<file path="src/rtl/div.sv">
// Restoring shift-subtract divider: 6-bit dividend / 3-bit divisor, one quotient
// bit per SHIFT+CHECK pair, MSB first, with a divide-by-zero short path.
module div (
  input  logic       clk,
  input  logic       rst,
  input  logic       init,
  input  logic [5:0] dividend,
  input  logic [2:0] divisor,
  output logic [5:0] quotient,
  output logic [2:0] remainder,
  output logic       done,
  output logic       busy,
  output logic       dz
);

  typedef enum logic [2:0] {
    S_IDLE,
    S_LOAD,
    S_SHIFT,
    S_CHECK,
    S_FINISH
  } state_t;

  state_t      r_state;
  state_t      w_next;
  logic [5:0]  r_dvd;
  logic [2:0]  r_dvs;
  logic [3:0]  r_rem;
  logic [5:0]  r_quo;
  logic [2:0]  r_cnt;
  logic        w_ge;

  assign busy = (r_state != S_IDLE);
  assign w_ge = (r_rem >= {1'b0, r_dvs});

  always_ff @(posedge clk or posedge rst) begin
    if (rst) r_state <= S_IDLE;
    else     r_state <= w_next;
  end

  always_comb begin
    w_next = r_state;
    unique case (r_state)
      S_IDLE:   if (init) w_next = S_LOAD;
      S_LOAD:   w_next = (r_dvs == 3'd0) ? S_FINISH : S_SHIFT;
      S_SHIFT:  w_next = S_CHECK;
      S_CHECK:  w_next = (r_cnt == 3'd0) ? S_FINISH : S_SHIFT;
      S_FINISH: w_next = S_IDLE;
      default:  w_next = S_IDLE;
    endcase
  end

  // Partial remainder is 4 bits: rem < divisor <= 7, so the shifted value is at most 15.
  always_ff @(posedge clk or posedge rst) begin
    if (rst) begin
      r_dvd     <= '0;
      r_dvs     <= '0;
      r_rem     <= '0;
      r_quo     <= '0;
      r_cnt     <= '0;
      quotient  <= '0;
      remainder <= '0;
      done      <= 1'b0;
      dz        <= 1'b0;
    end else begin
      done <= 1'b0;
      unique case (r_state)
        S_IDLE: begin
          if (init) begin
            r_dvd <= dividend;
            r_dvs <= divisor;
            r_rem <= '0;
            r_quo <= '0;
            r_cnt <= 3'd5;
          end
        end
        S_SHIFT: r_rem <= {r_rem[2:0], r_dvd[r_cnt]};
        S_CHECK: begin
          if (w_ge) begin
            r_rem <= r_rem - {1'b0, r_dvs};
            r_quo <= {r_quo[4:0], 1'b1};
          end else begin
            r_quo <= {r_quo[4:0], 1'b0};
          end
          if (r_cnt != 3'd0) r_cnt <= r_cnt - 3'd1;
        end
        S_FINISH: begin
          done <= 1'b1;
          if (r_dvs == 3'd0) begin
            quotient  <= '1;
            remainder <= '0;
            dz        <= 1'b1;
          end else begin
            quotient  <= r_quo;
            remainder <= r_rem[2:0];
            dz        <= 1'b0;
          end
        end
        default: ;
      endcase
    end
  end

endmodule
</file>
<file path="config.mk">
export PLATFORM = sky130hd
export DESIGN_NAME = div
export DESIGN_NICKNAME = d
export VERILOG_FILES = /design/src/rtl/div.sv
export SDC_FILE = /design/constraint.sdc
export NUM_CORES = 1
export LEC_CHECK = 0
export CAP_MARGIN = 20
export CORE_ASPECT_RATIO = 1.25
export CORE_MARGIN = 2
export CORE_UTILIZATION = 57
export DETAILED_ROUTE_END_ITERATION = 8
export PLACE_DENSITY = 0.83
export SLEW_MARGIN = 10
export SYNTH_ARGS = -nofsm -noshare
export SYNTH_HDL_FRONTEND = slang
export SYNTH_SLANG_ARGS = --single-unit
</file>
<file path="constraint.sdc">
create_clock -name clk -period 5.75 [get_ports clk]
set_clock_uncertainty 0.15 [all_clocks]
set_input_delay 1.15 -clock clk [delete_from_list [all_inputs] [get_ports clk]]
set_output_delay 1.15 -clock clk [all_outputs]
set_load 0.005 [all_outputs]
</file>
* Word-level counts from Yosys, hierarchy flattened *
Cells that the tools add are included.

cells by class
  add/subtract/negate cells = 2
  $lt $le $gt $ge = 2
  equal/unequal tests = 7
  multiplexer cells = 19
  reductions and logical operators = 11

operators with widths
  kind                 count
  $mux 3               6
  $mux 6               2
  $pmux 3 s4           1
  $pmux 4 s3           1
  $pmux 6 s2           1
  $logic_not 3->1      3
  $reduce_bool 3->1    3
  $mux 4               2
  $eq 3x2->1 const B   2
  $ne 2x2->1 const B   3
  $pmux 3 s2           1
  $reduce_and 3->1     2
  $ge 4x3->1           1
  $lt 3x4->1 const B   1
  $mux 1               4
  $reduce_and 2->1     2
  $sub 4x3->4          1
  $bmux 1 s3           1
  $eq 3x1->1 const B   1
  $eq 3x3->1 const B   1
  $sub 3x1->3 const B  1
  $reduce_bool 2->1    1

storage, ports and cells
  bits in registers = 36
  output and inout bits = 12
  logic and storage cells = 51

* Logic depth before layout (Yosys ltp) *
Gate-level depths: netlist of run 1.

  word-level depth = 3
  mapped depth = 9
  mapped depth without buffers = 9

* Worst setup path before layout of run 1 *
OpenSTA, ideal clock, no wires.

  path kind = flip-flop to output port
  start point = register r_state[2]
  end point = output busy
  arrival time = 826 ps
  required time = 4450 ps
  setup slack = 3624 ps
  cell stages (with the launch flop) = 4
  path buffers = 1
  cell sequence = dfrtp_1 buf_2 nor3_1 inv_1

between the ends
  word-level cells in the longest chain between the ends = 1

ends and longest elaborated chain
  what                      line  text
  start: declaration        24    state_t r_state;
  start signal: assignment  38    else r_state <= w_next;
  $reduce_bool 3->1         33    assign busy = (r_state != S_IDLE);
  end: declaration          12    output logic busy,

No other way between the ends.

* Final worst setup path of run 1 *
Same ends and word-level chain as after synthesis.

==> flow_summary_export.csv, run 1 <==
group,metric,value,unit
run_status,status,"complete, no violations",
global_routing,grt_pass1_wl,5390,um
finish,antenna_cells,0,
timing,finalHoldViolCount,0,
worst_setup_path,arrival,1670,ps
power_and_ir_drop,powerDensity,570,mW/mm^2
worst_setup_path,critPathCaptureType,"primary output",
power_and_ir_drop,vdd_drop_max,0.000349,V
worst_setup_path,rr_worst_depth,8,
floorplan,initial_core_util,60.7,%
worst_setup_path,timing.rr.end,"r_rem[1]$_DFFE_PP0P_",
global_routing,grt_antenna_before_repair,0,
power_and_ir_drop,p_sw_share,39.2,%
synthesis,synth_top_area_cell,"dfrtp_1",
power_and_ir_drop,power.internal,0.679,mW
floorplan,row_count,21,
cts,clock_path_buffers,2,
synthesis,synth_area_leaders,"dfrtp_1 55%, nand2_1 9.6%, ha_1 3.8%",
hold_path,hold_class,"register to register",
finish,final-instance-count-excl-fill,224,
drt,viasPerCell,5.57,
power_and_ir_drop,total_power,1.12,mW
worst_setup_path,regToRegStartpoint,"r_rem[0]$_DFFE_PP0P_",
synthesis,syn_area,0.00164,mm^2
worst_setup_path,start_kind,"register",
synthesis,synth_cell_types,38,
drt,vias,1247,
floorplan,core,0.00271,mm^2
finish,drive_above_1_share,8.42,%
worst_setup_path,crit_fanout,9,
synthesis,postSynthCellCount,163,
timing,max_freq,337,MHz
global_routing,grtUsageMet3,7.71,%
finish,final_common_cell,"nand2_1",
power_and_ir_drop,clkPwrFrac,12.6,%
worst_setup_path,reg2reg_slack,3490,ps
drt,wl_per_cell,13.9,um
placement,dp.cells,216,
synthesis,syn_avg_cell_area,10.1,um^2
worst_setup_path,critical_path_class,"register to primary output",
cts,clk_latency,340,ps
run,drv_cap,0,
drt,drtPass1Iterations,4,
floorplan,fp.dieArea,0.00333,mm^2
timing,finalCriticalPeriod,2970,ps
cts,cts_tree,"built",
power_and_ir_drop,p_leak,0.921,nW
synthesis,yosysTopAreaCellShare,54.8,%
synthesis,synth.ff_latch_count,36,
synthesis,synth_xor_area_share,0.533,%
timing,rsz0062_at_grt,"no",
timing,layout_worst_path_cycle_share,51.6,%
global_routing,grt_pass1_vias,1256,
cts,path_clk_slew,110,ps
floorplan,die_y,64.0,um
finish,final_nets,207,
timing,tns,0,ps
synthesis,yosysWarnings,0,
cts,postCtsHoldBufs,0,
finish,area_delta_synth_final,19.2,%
power_and_ir_drop,combPwrFrac,46.1,%
synthesis,synth_nets,181,
hold_path,holdCritStartpoint,"r_dvd[0]$_DFFE_PP0P_",
worst_setup_path,required,4450,ps
floorplan,chipWidth,52.0,um
timing,tightestPinTransition,597,ps
hold_path,min_to,"r_dvd[0]$_DFFE_PP0P_",
synthesis,synthAdderAreaFrac,5.02,%
global_routing,use_met2,35.9,%
drt,drt_wl_total,3110,um
drt,drc_errors,0,
finish,mostFrequentLayoutCells,"42 x nand2_1, 36 x dfrtp_1, 23 x clkdlybuf4s50_1",
cts,cts_buffers,5,
drt,detail-route-antenna-nets,0,
global_routing,busiest_layer,"met2",
cts,root_buffer,"clkbuf_4",
cts,cts.repair.resized,0,
global_routing,grtUsageTotal,22.4,%
floorplan,ios,24,
cts,post_cts_buffers,0,
placement,io_buffers,23,
global_routing,grt_max_degree,37,
cts,cts_max_level,2,
timing,maxSlewViolCount,0,
synthesis,synth_seq_area_share,54.8,%
placement,dp_hpwl,2350,um
hold_path,hold_depth,2,
finish,nFillCells,200,
timing,setup_viol,0,
power_and_ir_drop,p_sw,0.437,mW
power_and_ir_drop,seqPwrFrac,41.3,%
global_routing,grt-ovfl-total,0,
timing,relSlewSlack,59.9,%
synthesis,synthMuxAreaShare,3.27,%
global_routing,met1_usage,25.2,%
synthesis,synth_compound_area_share,13.7,%
placement,place.gp.congestion,0.735,
drt,drt_iter0_drc,31,
synthesis,synth_top_family_by_area,"simple AND/OR/NAND/NOR gates",
synthesis,yosys.area_share.simple,18.5,%
cts,cts_sinks,36,
[power groups by stage]
| stage | logic (mW) | clock network, mW | registers, mW |
|---|---|---|---|
| floorplan | 0.373 | 0 | 0.434 |
| global placement | 0.481 | 0 | 0.453 |
| detailed placement | 0.513 | 0 | 0.465 |
| CTS | 0.517 | 0.144 | 0.460 |
| global route | 0.579 | 0.157 | 0.476 |
| finish | 0.514 | 0.141 | 0.461 |
[sequential cells by signal, summed over array words and instances, names as in the netlist]
register / count
quotient: 6
dz: 1
r_quo: 6
r_dvs: 3
r_rem: 4
done: 1
r_state: 3
r_dvd: 6
r_cnt: 3
remainder: 3
[stage by stage]
| step | hold WS (ps) | worst slack, ps | area (um^2) | util (%) |
|---|---|---|---|---|
| 6_report | 340 | 2780 | 1960 | 72.4 |
| 5_1_grt | 376 | 2640 | 1960 | 72.4 |
| 4_1_cts | 335 | 2770 | 1960 | 72.4 |
| 3_5_place_dp | 310 | 3030 | 1900 | 70.1 |
| 3_3_place_gp | 306 | 3070 | 1900 | 70.1 |
| 2_1_floorplan | 290 | 3620 | 1640 | - |
[cells in the mapped netlist, drive strengths merged]
cell type,n
nand2,42
dfrtp,36
inv,10
a21oi,8
nor2,8
nand3,6
o21ai,6
o22a,6
buf,5
ha,5
nor3,5
a22oi,2
mux2i,2
nor3b,2
o22ai,2
a211o,1
a211oi,1
a21o,1
a221oi,1
a22o,1
a31o,1
a31oi,1
and2,1
and3,1
clkinv,1
fa,1
mux2,1
mux4,1
nand3b,1
nor2b,1
o2bb2ai,1
or3,1
xor2,1
[logic make-up after synthesis]
logic type               count (synthesis)
buffers and inverters                   16
flip-flops                              36
multiplexers                             4
adder cells (fa/ha/maj)                  6
XOR/XNOR                                 1
AND/OR/NAND/NOR                         68
AO/OA/AOI/OAI                           32
[metal layers]
| metal | wire (um) | share of wire (%) | vias up |
|---|---|---|---|
| met1 | 1270 | 41 | 587 |
| met2 | 1570 | 51 | 43 |
| met3 | 175 | 5.6 | 11 |
| met4 | 91 | 2.9 | 0 |
| met5 | 0 | 0 | - |
| li1 | - | - | 606 |
[how the worst max path moves through the flow]
| stage | start | to | slack [ps] |
|---|---|---|---|
| CTS | r_state[2]$_DFFE_PP0P_ | busy | 2770 |
| finish | r_state[2]$_DFFE_PP0P_ | busy | 2780 |
| global placement | init | r_rem[2]$_DFFE_PP0P_ | 3070 |
| floorplan | r_state[2]$_DFFE_PP0P_ | busy | 3620 |
| detailed placement | init | r_rem[2]$_DFFE_PP0P_ | 3030 |
| global route | r_state[2]$_DFFE_PP0P_ | busy | 2640 |
[area by class of cell]
type | instances | area, um^2 | area share, %
clock inverter | 1 | 7.51 | 0.383
multi-input combinational | 111 | 674 | 34.4
clock buffer | 7 | 55.1 | 2.81
tap | 34 | 42.5 | 2.17
timing repair buffer | 24 | 238 | 12.1
inverter | 11 | 41.3 | 2.11
sequential | 36 | 901 | 46.0
[critical path, cell delays in order (launching register included)]
cell             delay (ps)
dfrtp_1                 490
nor3_1                  320
inv_1                    70
clkdlybuf4s50_1         450
Note: power is estimated with default switching activity, not from simulation.
==> run 2, diff against run 1 <==
--- a/config.mk
+++ b/config.mk
@@ -8,9 +8,9 @@
 export CAP_MARGIN = 20
 export CORE_ASPECT_RATIO = 1.25
 export CORE_MARGIN = 2
-export CORE_UTILIZATION = 57
+export CORE_UTILIZATION = 53
 export DETAILED_ROUTE_END_ITERATION = 8
-export PLACE_DENSITY = 0.83
+export PLACE_DENSITY = 0.78
 export SLEW_MARGIN = 10
 export SYNTH_ARGS = -nofsm -noshare
 export SYNTH_HDL_FRONTEND = slang
==> constraint.sdc (replaced) <==
create_clock -name clk -period 2.9 [get_ports clk]
set_clock_uncertainty 0.15 [all_clocks]
set_input_delay 0.58 -clock clk [delete_from_list [all_inputs] [get_ports clk]]
set_output_delay 0.58 -clock clk [all_outputs]
set_load 0.005 [all_outputs]
==> run 2 against run 1 <==
Compared with the run above:
- non-clock buffer count unchanged
- critical endpoint unchanged
- critical path depth unchanged
- design area increased by 1.8%
- routed wire length decreased by 0.29%
- utilization decreased by 4.7 points
- die area increased by 7.0%
- via count decreased by 2.0%
==> flow_summary_export.csv, run 2 (synthesized netlist as in run 1, its figures left out) <==
group,metric,value,unit
timing,tns,0,ps
global_routing,grtUsageTotal,21.3,%
global_routing,grt_antenna_before_repair,0,
timing,finalCriticalPeriod,2420,ps
floorplan,core,0.00295,mm^2
global_routing,grt-ovfl-total,0,
hold_path,hold_class,"register to register",
worst_setup_path,cp_top_family,"buffers and inverters",
finish,drive_above_1_share,8.95,%
floorplan,row_count,22,
worst_setup_path,max_stage_delay,500,ps
timing,finalHoldViolCount,0,
finish,regArea,901,um^2
drt,vias,1222,
worst_setup_path,arrival,1690,ps
worst_setup_path,critical_path_class,"register to primary output",
placement,place_ws,746,ps
finish,area_delta_synth_final,21.3,%
cts,root_buffer,"clkbuf_4",
cts,cts.repair.resized,0,
finish,final_common_cell,"nand2_1",
drt,detail-route-antenna-nets,0,
placement,io_buffers,23,
worst_setup_path,reg2reg_slack,730,ps
worst_setup_path,required,2170,ps
run,drv_cap,0,
drt,drt_wl_total,3100,um
cts,cts_buffers,5,
drt,wl_per_cell,13.7,um
drt,viasPerCell,5.41,
run_status,status,"complete, no violations",
drt,drt_iter0_drc,12,
drt,m1WireLength,1250,um
timing,maxSlewViolCount,0,
finish,reg.largest.list,"quotient: 6 flops, r_dvd: 6 flops, r_quo: 6 flops",
worst_setup_path,regToRegStartpoint,"r_rem[0]$_DFFE_PP0P_",
cts,path_clk_slew,110,ps
worst_setup_path,crit_fanout,9,
timing,tightestPinTransition,613,ps
floorplan,die_y,66.3,um
drt,dr_wl_met2,1640,um
worst_setup_path,crit_buf_inv,2,
placement,dp_hpwl,2340,um
timing,setup_viol,0,
power_and_ir_drop,vdd_drop_max,0.000683,V
finish,nFillCells,238,
drt,met3_length,157,um
global_routing,grt_pass1_wl,5380,um
worst_setup_path,crit_path_start,"r_state[2]$_DFFE_PP0P_",
worst_setup_path,critPathCaptureType,"primary output",
cts,post_cts_buffers,0,
floorplan,fp.dieArea,0.00357,mm^2
timing,fin_ws,478,ps
drt,drc_errors,0,
global_routing,grt_pass1_vias,1268,
finish,multi_input_area,674,um^2
worst_setup_path,crit_path_top_delay_cell,"dfrtp_1",
hold_path,hold_depth,2,
power_and_ir_drop,p_leak,0.941,nW
finish,mostFrequentLayoutCells,"42 x nand2_1, 36 x dfrtp_1, 23 x clkdlybuf4s50_1",
floorplan,initial_core_util,55.8,%
floorplan,ios,24,
timing,rsz0062_at_grt,"no",
timing,layout_worst_path_cycle_share,83.5,%
drt,drtPass1Iterations,4,
cts,postCtsHoldBufs,0,
finish,final-instance-count-excl-fill,226,
hold_path,holdCritStartpoint,"r_dvd[1]$_DFFE_PP0P_",
worst_setup_path,timing.rr.end,"r_rem[2]$_DFFE_PP0P_",
cts,cts_max_level,2,
cts,cts_sinks,36,
placement,place.gp.congestion,0.752,
worst_setup_path,start_kind,"register",
power_and_ir_drop,powerDensity,1160,mW/mm^2
cts,clock_path_buffers,2,
timing,relSlewSlack,58.8,%
global_routing,grt_max_degree,37,
finish,antenna_cells,0,
drt,routed.top_layer,"met4",
timing,max_freq,413,MHz
cts,cts_tree,"built",
power_and_ir_drop,total_power,2.31,mW
finish,final_nets,207,
worst_setup_path,rr_worst_depth,9,
worst_setup_path,crit_chain,"nor3_1, inv_1, clkdlybuf4s50_1",
hold_path,min_to,"r_dvd[1]$_DFFE_PP0P_",
placement,dp.cells,218,
cts,clk_latency,340,ps
floorplan,chipWidth,53.8,um
run 2: changes by cell type in the layout (fill, tap and decap cells not counted):
| cell | change |
|---|---|
| clkbuf_1 | -1 |
| clkbuf_8 | +1 |
| bufinv_16 | +1 |
| clkinvlp_4 | -1 |
run 2: worst max-delay path by stage:
stage                      endpoint  slack (ps)  cells past startpoint
3_5_place_dp   r_rem[2]$_DFFE_PP0P_         750                      9
5_1_grt                        busy         340                      3
4_1_cts                        busy         480                      3
6_report                       busy         480                      3
2_1_floorplan  r_rem[1]$_DFFE_PP0P_         960                      8
3_3_place_gp   r_rem[2]$_DFFE_PP0P_         800                      6
run 2: layout make-up:
type | instances | share of cell area (%)
clock buffer | 7 | 3.26
clock inverter | 1 | 1.51
inverter | 11 | 2.07
multi-input combinational | 111 | 33.8
sequential | 36 | 45.2
tap | 36 | 2.26
timing repair buffer | 24 | 11.9
run 2: through the flow:
step	hold WS, ps	cell area [um^2]	util, %
2_1_floorplan	290	1640	-
3_3_place_gp	306	1900	64.5
3_5_place_dp	311	1900	64.5
4_1_cts	337	1990	67.7
5_1_grt	377	1990	67.7
6_report	337	1990	67.7
run 2: worst min-delay path, stage by stage (launching register included):
cell and delay [ps]:
dfrtp_1 360, nand2_1 50, nand2_1 50
run 2: where the power goes:
group / switching (mW) / total [mW] / internal [mW]
Clock: 0.166 / 0.395 / 0.229
Combinational: 0.509 / 1.01 / 0.502
Sequential: 0.181 / 0.906 / 0.725
run 2: routing by layer:
metal | vias up | GRT usage, %
li1 | 603 | -
met4 | 0 | 8.65
met5 | - | 0
met2 | 31 | 36.7
met3 | 7 | 6.33
met1 | 581 | 23.6
